<file path="config.mk">
export PLATFORM = sky130hd
export DESIGN_NAME = keeper_ctl
export DESIGN_NICKNAME = d
export VERILOG_FILES = /design/src/rtl/keeper_ctl.sv
export SDC_FILE = /design/constraint.sdc
export NUM_CORES = 1
export LEC_CHECK = 0
export CORE_MARGIN = 4
export CORE_UTILIZATION = 45
export DETAILED_ROUTE_END_ITERATION = 16
export PLACE_DENSITY_LB_ADDON = 0.08
export SYNTH_ARGS = -nofsm -noshare
export SYNTH_HDL_FRONTEND = slang
export SYNTH_SLANG_ARGS = --single-unit
</file>
<file path="constraint.sdc">
create_clock -name clk -period 7.9 [get_ports clk]
set_clock_uncertainty 0.05 [all_clocks]
set_input_delay 0.79 -clock clk [delete_from_list [all_inputs] [get_ports clk]]
set_output_delay 0.79 -clock clk [all_outputs]
set_load 0.05 [all_outputs]
</file>
<file path="src/rtl/keeper_ctl.sv">
// Goalkeeper motion controller: after a shot, waits a reaction delay, slides to the
// dive target, holds, then returns home. Position only moves on the vblnk rising edge.
module keeper_ctl #(
  parameter int X_CENTER     = 412,
  parameter int X_MIN        = 0,
  parameter int X_MAX        = 824,
  parameter int SPEED        = 8,
  parameter int REACT_FRAMES = 10,
  parameter int HOLD_FRAMES  = 60
) (
  input  logic       clk,
  input  logic       rst_n,
  input  logic       vblnk,
  input  logic       shot,
  input  logic [9:0] target_x,
  output logic [9:0] keeper_x_pos,
  output logic       busy,
  output logic       save_done
);

  localparam logic [2:0] S_IDLE   = 3'd0;
  localparam logic [2:0] S_REACT  = 3'd1;
  localparam logic [2:0] S_MOVE   = 3'd2;
  localparam logic [2:0] S_HOLD   = 3'd3;
  localparam logic [2:0] S_RETURN = 3'd4;

  localparam int CNT_MAX = (REACT_FRAMES > HOLD_FRAMES) ? REACT_FRAMES : HOLD_FRAMES;
  localparam int CNT_W   = $clog2(CNT_MAX + 1);

  localparam logic [CNT_W-1:0]   REACT_LAST = CNT_W'(REACT_FRAMES - 1);
  localparam logic [CNT_W-1:0]   HOLD_LAST  = CNT_W'(HOLD_FRAMES - 1);
  localparam logic [CNT_W-1:0]   CNT_ONE    = CNT_W'(1);
  localparam logic [9:0]         XC_V       = 10'(X_CENTER);
  localparam logic [9:0]         XMIN_V     = 10'(X_MIN);
  localparam logic [9:0]         XMAX_V     = 10'(X_MAX);
  localparam logic [9:0]         SPEED_V    = 10'(SPEED);
  localparam logic signed [10:0] XMIN_S     = 11'(X_MIN);
  localparam logic signed [10:0] XMAX_S     = 11'(X_MAX);
  localparam logic signed [10:0] SPEED_S    = 11'(SPEED);

  logic [2:0]       r_state;
  logic             r_vblnk_q;
  logic [9:0]       r_tgt;
  logic [9:0]       r_pos;
  logic [CNT_W-1:0] r_cnt;
  logic             r_busy;
  logic             r_save_done;

  logic                w_tick;
  logic signed [10:0]  w_tgt_s;
  logic [9:0]          w_tgt_clamped;
  logic [9:0]          w_goal;
  logic signed [10:0]  w_diff;
  logic signed [10:0]  w_abs;
  logic                w_arrive;
  logic [9:0]          w_step_pos;

  assign w_tick = vblnk & ~r_vblnk_q;

  // Signed 11-bit compare so out-of-range targets clamp without wrap.
  always_comb begin
    w_tgt_s       = $signed({1'b0, target_x});
    w_tgt_clamped = target_x;
    if (w_tgt_s > XMAX_S) begin
      w_tgt_clamped = XMAX_V;
    end else if (w_tgt_s < XMIN_S) begin
      w_tgt_clamped = XMIN_V;
    end
  end

  // Shared stepper for MOVE and RETURN: full SPEED step unless within reach of the goal.
  always_comb begin
    w_goal   = (r_state == S_RETURN) ? XC_V : r_tgt;
    w_diff   = $signed({1'b0, w_goal}) - $signed({1'b0, r_pos});
    w_abs    = w_diff[10] ? -w_diff : w_diff;
    w_arrive = (w_abs <= SPEED_S);
    if (w_arrive) begin
      w_step_pos = w_goal;
    end else if (w_diff[10]) begin
      w_step_pos = r_pos - SPEED_V;
    end else begin
      w_step_pos = r_pos + SPEED_V;
    end
  end

  always_ff @(posedge clk) begin
    if (!rst_n) begin
      r_state     <= S_IDLE;
      r_vblnk_q   <= 1'b0;
      r_tgt       <= XC_V;
      r_pos       <= XC_V;
      r_cnt       <= '0;
      r_busy      <= 1'b0;
      r_save_done <= 1'b0;
    end else begin
      r_vblnk_q   <= vblnk;
      r_save_done <= 1'b0;
      case (r_state)
        S_IDLE: begin
          if (shot) begin
            r_state <= S_REACT;
            r_tgt   <= w_tgt_clamped;
            r_cnt   <= '0;
            r_busy  <= 1'b1;
          end
        end
        S_REACT: begin
          if (w_tick) begin
            if (r_cnt == REACT_LAST) begin
              r_state <= S_MOVE;
              r_cnt   <= '0;
            end else begin
              r_cnt <= r_cnt + CNT_ONE;
            end
          end
        end
        S_MOVE: begin
          if (w_tick) begin
            r_pos <= w_step_pos;
            if (w_arrive) begin
              r_state <= S_HOLD;
              r_cnt   <= '0;
            end
          end
        end
        S_HOLD: begin
          if (w_tick) begin
            if (r_cnt == HOLD_LAST) begin
              r_state <= S_RETURN;
              r_cnt   <= '0;
            end else begin
              r_cnt <= r_cnt + CNT_ONE;
            end
          end
        end
        S_RETURN: begin
          if (w_tick) begin
            r_pos <= w_step_pos;
            if (w_arrive) begin
              r_state     <= S_IDLE;
              r_busy      <= 1'b0;
              r_save_done <= 1'b1;
            end
          end
        end
        default: begin
          r_state <= S_IDLE;
          r_busy  <= 1'b0;
        end
      endcase
    end
  end

  assign keeper_x_pos = r_pos;
  assign busy         = r_busy;
  assign save_done    = r_save_done;

endmodule

</file>
* Yosys cells after proc, flatten, opt, wreduce, memory -nomap -nowiden
Cells that the tools add are included.
** Word-level totals
- Register bits after elaboration :: 32
- Input port bits :: 14
- Output and inout port bits :: 12
- Word-level logic and storage cells :: 70
** Cells by class
- Add/sub/neg operators :: 5
- Magnitude comparators :: 2
- Equal/unequal tests :: 15
- Muxes and demuxes :: 28
- Bitwise gates (word level) :: 3
- Reduce and logical (&&, ||, !) cells :: 10
** Operators with widths (number)
- two-way mux 6 bit :: 7
- two-way mux 10 bit :: 4
- two-way mux 3 bit :: 9
- one-hot mux 6 bit (4 select lines) :: 1
- inequality test 2 bit (second input constant) :: 9
- one-hot mux 3 bit (5 select lines) :: 1
- <= comparator 11 x 5 -> 1 bit (second input constant) :: 1
- two-way mux 11 bit :: 1
- negation 11 bit :: 1
- subtractor 10 x 10 -> 11 bit :: 1
- adder 10 x 4 -> 10 bit (second input constant) :: 1
- > comparator 10 bit (second input constant) :: 1
- subtractor 10 x 4 -> 10 bit (second input constant) :: 1
- AND reduction 9 bit :: 1
- adder 6 x 1 -> 6 bit (second input constant) :: 1
- == test 3 x 2 -> 1 bit (second input constant) :: 2
- == test 6 x 4 -> 1 bit (second input constant) :: 1
- == test 6 bit (second input constant) :: 1
- AND reduction 6 bit :: 1
- two-way mux 1 bit :: 4
- AND reduction 2 bit :: 2
- AND reduction 4 bit :: 1
- nonzero test 4 bit :: 1
- == test 3 x 1 -> 1 bit (second input constant) :: 1
- 8 further kinds :: 9

* Depth between registers and ports, before layout
- Word-level depth :: 9
- Gate-level depth with buffers :: 22
- Mapped depth without buffers :: 19

* Worst setup path before layout
No wires, ideal clock.
- Kind :: reg-to-reg
- From :: register r_state[1]
- To :: register r_pos[9], in the netlist keeper_x_pos[9]
- Library setup time :: 132 ps
- Data arrival time :: 3958 ps
- Data required time :: 7718 ps
- Path slack :: 3760 ps
- Stages on the path, launching flop included :: 23
- Path buffers :: 3
- Clock period less this slack :: 4140 ps
- Cell sequence :: dfxtp_1 -> clkbuf_1 -> nor2_1 -> nand2_1 -> clkbuf_1 -> nand2_1 -> ha_1 -> inv_1 -> fa_1 -> a21o_1 -> a221oi_4 -> o31a_1 -> buf_2 -> ha_1 -> a21o_1 -> a21oi_1 -> o21bai_1 -> a21oi_1 -> xnor2_1 -> xnor2_1 -> nand3_1 -> o211ai_1 -> a21oi_1
** Between the ends
- Longest elaborated chain between the ends :: 7
- Elaborated cells on any way between the ends :: 11
- Classes of those cells :: 2 x add/sub; 1 x order compare; 2 x eq/ne; 4 x mux; 2 x reduce/logical
** RTL lines
- start: declaration :: line 41 : logic [2:0] r_state;
- start signal: assignment :: line 88 : r_state <= S_IDLE;
- start signal: assignment :: line 101 : r_state <= S_REACT;
- start signal: assignment :: line 110 : r_state <= S_MOVE;
- == test 3 bit :: line 73, 98
- two-way mux 10 bit :: line 73 : w_goal = (r_state == S_RETURN) ? XC_V : r_tgt;
- subtractor 10 x 10 -> 11 bit :: line 74 : w_diff = $signed({1'b0, w_goal}) - $signed({1'b0, r_pos});
- negation 11 bit :: line 75 : w_abs = w_diff[10] ? -w_diff : w_diff;
- two-way mux 11 bit :: line 75
- <= comparator 11 x 5 -> 1 bit :: line 76 : w_arrive = (w_abs <= SPEED_S);
- two-way mux 10 bit :: line 77 : if (w_arrive) begin
- end signal: assignment :: line 119 : r_pos <= w_step_pos;
- end signal: assignment :: line 138 : r_pos <= w_step_pos;
- end: declaration :: line 44 : logic [9:0] r_pos;
Parallel ways exist; a longest one is shown, timed or not.
A chain may end at the register's enable or synchronous reset.

* Final worst setup path
Ends and elaborated chain as after synthesis.

==> impl_metrics.py <==
metrics = {
    "synth": {
        "syn-mean-instance-area_um2": 7.95,
        "ys_seq_area_share_pct": 25.7,
        "yosysTopAreaCell": "dfxtp_1",
        "yosys.area.top_type_share_pct": 25.7,
        "synth-edff-count": 0,
        "yosys-top-cells-count": "dfxtp_1, nand2_1, a21oi_1, nor2_1, inv_1",
        "synth_most_common_cell": "dfxtp_1",
        "ys_ff_latch": 32,
        "syn_inst": 313,
        "synth_area_um2": 2490,
        "synthTopCellsByArea": "dfxtp_1, ha_1, nand2_1, a21oi_1, nor2_1",
        "async_flop_share_pct": 0,
        "syn_nets": 346,
        "ys_types": 63,
        "synth_warnings": 0,
        "synth_flop_cell": "dfxtp_1",
    },
    "run_status": {
        "status": "finished, final reports clean",
    },
    "power": {
        "pwr-share-comb_pct": 70.5,
        "power_w": 0.00117,
        "switching_power_w": 0.000560,
        "power_frac_clock_pct": 11.0,
        "seqPwrFrac_pct": 18.5,
        "switching_share_pct": 47.8,
        "p_int_w": 0.000611,
        "vdd_drop_max_uv": 156,
        "power.static_leakage_nw": 1.11,
        "powerDensity_nw_per_um2": 410,
    },
    "timing": {
        "finalMaxSlewViolations": 0,
        "tightest_slew_ns": 1.00,
        "rsz0062_at_grt": "no",
        "clock.fmax_mhz": 215,
        "setup_violations": 0,
        "fin_crit_ns": 4.64,
        "tns_ns": 0,
        "whs_ns": 0.400,
        "min_period_over_period_pct": 58.8,
        "hold_violations": 0,
        "maxSlewHeadroom_pct": 32.7,
    },
    "routing": {
        "drtAntennaViolNets": 0,
        "wire_per_inst_um": 14.7,
        "num_vias": 2244,
        "drt_iter0_drc": 109,
        "routed_via_density": 5.60,
        "dr.pass1.iters": 4,
        "drc_errors": 0,
        "finalWirelength_mm": 5.89,
    },
    "place": {
        "dp_hpwl_mm": 4.58,
        "dpl-instance-area_um2": 2760,
        "numPortBuffers": 25,
        "placed_cells": 393,
        "routabilityCongestion": 0.831,
    },
    "floorplan": {
        "initial_core_util_pct": 47.5,
        "die_area_um2": 6790,
        "io_pins": 26,
        "die_y_um": 82.4,
        "num_rows": 26,
        "core_area_um2": 5240,
        "dieWidth_um": 82.4,
    },
    "global_route": {
        "antenna_found_initial": 0,
        "grt_pass1_wl_mm": 10.0,
        "gr-total-overflow": 0,
        "grt_max_degree": 20,
        "grt_pass1_vias": 2130,
        "grtUsageTotal_pct": 18.9,
    },
    "worst_setup_path": {
        "path_class": "reg2reg",
        "cp.arrival_ns": 4.74,
        "crit_required_ns": 7.99,
        "cp-end-kind": "flip-flop",
        "crit_fanout": 15,
        "crit_path_start_kind": "flip-flop",
    },
    "clock_tree": {
        "postCtsResizedCells": 0,
        "htree_levels": 2,
        "clkTransAtPathRegs_ns": 0.07,
        "cts_hold_buf": 0,
        "cts_buffers": 5,
        "postCtsSetupRepairBufs": 0,
        "cts.sinks": 32,
        "worstSkewPairLatency_ns": 0.28,
        "clock_path_buffers": 2,
        "cts-root-buf": "clkbuf_8",
        "cts_tree": "yes",
    },
    "final_layout": {
        "fill_cells": 525,
        "fin_cells": 401,
        "design_area_um2": 2850,
        "syn_to_final_growth_pct": 14.6,
        "layout-drive-gt1-share_pct": 7.25,
        "diodes": 0,
        "final_nets": 363,
    },
    "worst_hold_path": {
        "hold_class": "reg2reg",
    },
    "run": {
        "drv_cap": 0,
    },
}
## power groups by stage
stage	combinational, W	sequential, W	clock, W
CTS	0.000823	0.000216	0.000133
detailed placement	0.000819	0.000220	0
global placement	0.000809	0.000219	0
floorplan	0.000666	0.000231	0
finish	0.000825	0.000217	0.000129
global route	0.000921	0.000222	0.000142
## routing by layer
metal | wire, µm | up-vias | track usage [%] | part of all wire, %
li1 | - | 1174 | - | -
met1 | 2870 | 1035 | 24.8 | 49
met2 | 2830 | 33 | 32.3 | 48
met3 | 156 | 2 | 2.28 | 2.6
met4 | 25 | 0 | 5.48 | 0.42
met5 | 0 | - | 0 | 0
## final cells by class
cell class | instances | area, µm² | area share, %
clock inverters | 2 | 10.0 | 0.351
clock buffers | 6 | 82.6 | 2.89
multi-input cells | 246 | 1710 | 59.8
flip-flops and latches | 32 | 641 | 22.4
repair buffers | 25 | 250 | 8.77
inverters | 20 | 75.1 | 2.63
well taps | 70 | 87.6 | 3.07
## critical path, stage by stage, from the launching register on
cell and delay (ns):
dfxtp_1 0.40, nor2_1 0.21, nand2_1 0.28, nand2_1 0.16, ha_1 0.19, inv_1 0.06
fa_1 0.41, a21o_1 0.22, a221oi_4 0.33, o31a_1 0.54, ha_1 0.38, a21o_1 0.19
a21oi_1 0.22, o21bai_1 0.09, a21oi_1 0.20, xnor2_1 0.16, xnor2_1 0.14, nand3_1 0.10
o211ai_1 0.09, a21oi_1 0.08
## per-stage QoR
| stage | utilization (%) | worst slack [ns] |
|---|---|---|
| after floorplan | - | 3.76 |
| after global placement | 52.7 | 3.46 |
| after detailed placement | 52.7 | 3.26 |
| after CTS | 54.5 | 3.25 |
| after global routing | 54.5 | 2.87 |
| final | 54.5 | 3.26 |
## path summary, 6_finish.rpt
| kind | startpoint | end | slack [ns] | depth (start not counted) |
|---|---|---|---|---|
| min reg2reg | r_tgt[6] | r_tgt[6] | 0.40 | 2 |
| max reg2reg | r_state[1] | keeper_x_pos[9] | 3.26 | 19 |
| min | r_tgt[6] | r_tgt[6] | 0.40 | 2 |
| max | r_state[1] | keeper_x_pos[9] | 3.26 | 19 |
## sequential cells by signal (all words and copies together), names as in the netlist
name	cells
save_done	1
r_cnt	6
r_tgt	10
r_state	3
r_vblnk_q	1
busy	1
keeper_x_pos	10
## cell families after synthesis
group	Yosys count	synth area share [%]
and+or+nand+nor	113	23.8
buffers and inverters	35	5.68
AOI/OAI and AO/OA	97	28.4
adders and majority gates	19	10.2
xor gates and xnor gates	12	4.22
DFF	32	25.7
muxes	5	2.01
## cells in the final DEF, fill, tap and decap left out, types with 3 or more instances in the layout
cell type         n
o221ai_1          3
nor4_1            3
o21ai_0          15
clkdlybuf4s50_1  25
nor3_1            6
xnor2_1           9
ha_1             17
a21o_1            7
o21a_1            5
and2_1            7
nor2b_1           7
a211oi_1          4
nand2_1          29
dfxtp_1          32
inv_1            20
o22ai_1           3
nor2_1           21
a21oi_1          21
a31o_2            4
clkbuf_8          6
nand3_1          14
xor2_1            3
nor3b_1           4
mux2i_1           5
nand2b_1          7
o211ai_1          5
Note: power is estimated with default switching activity, not from simulation.
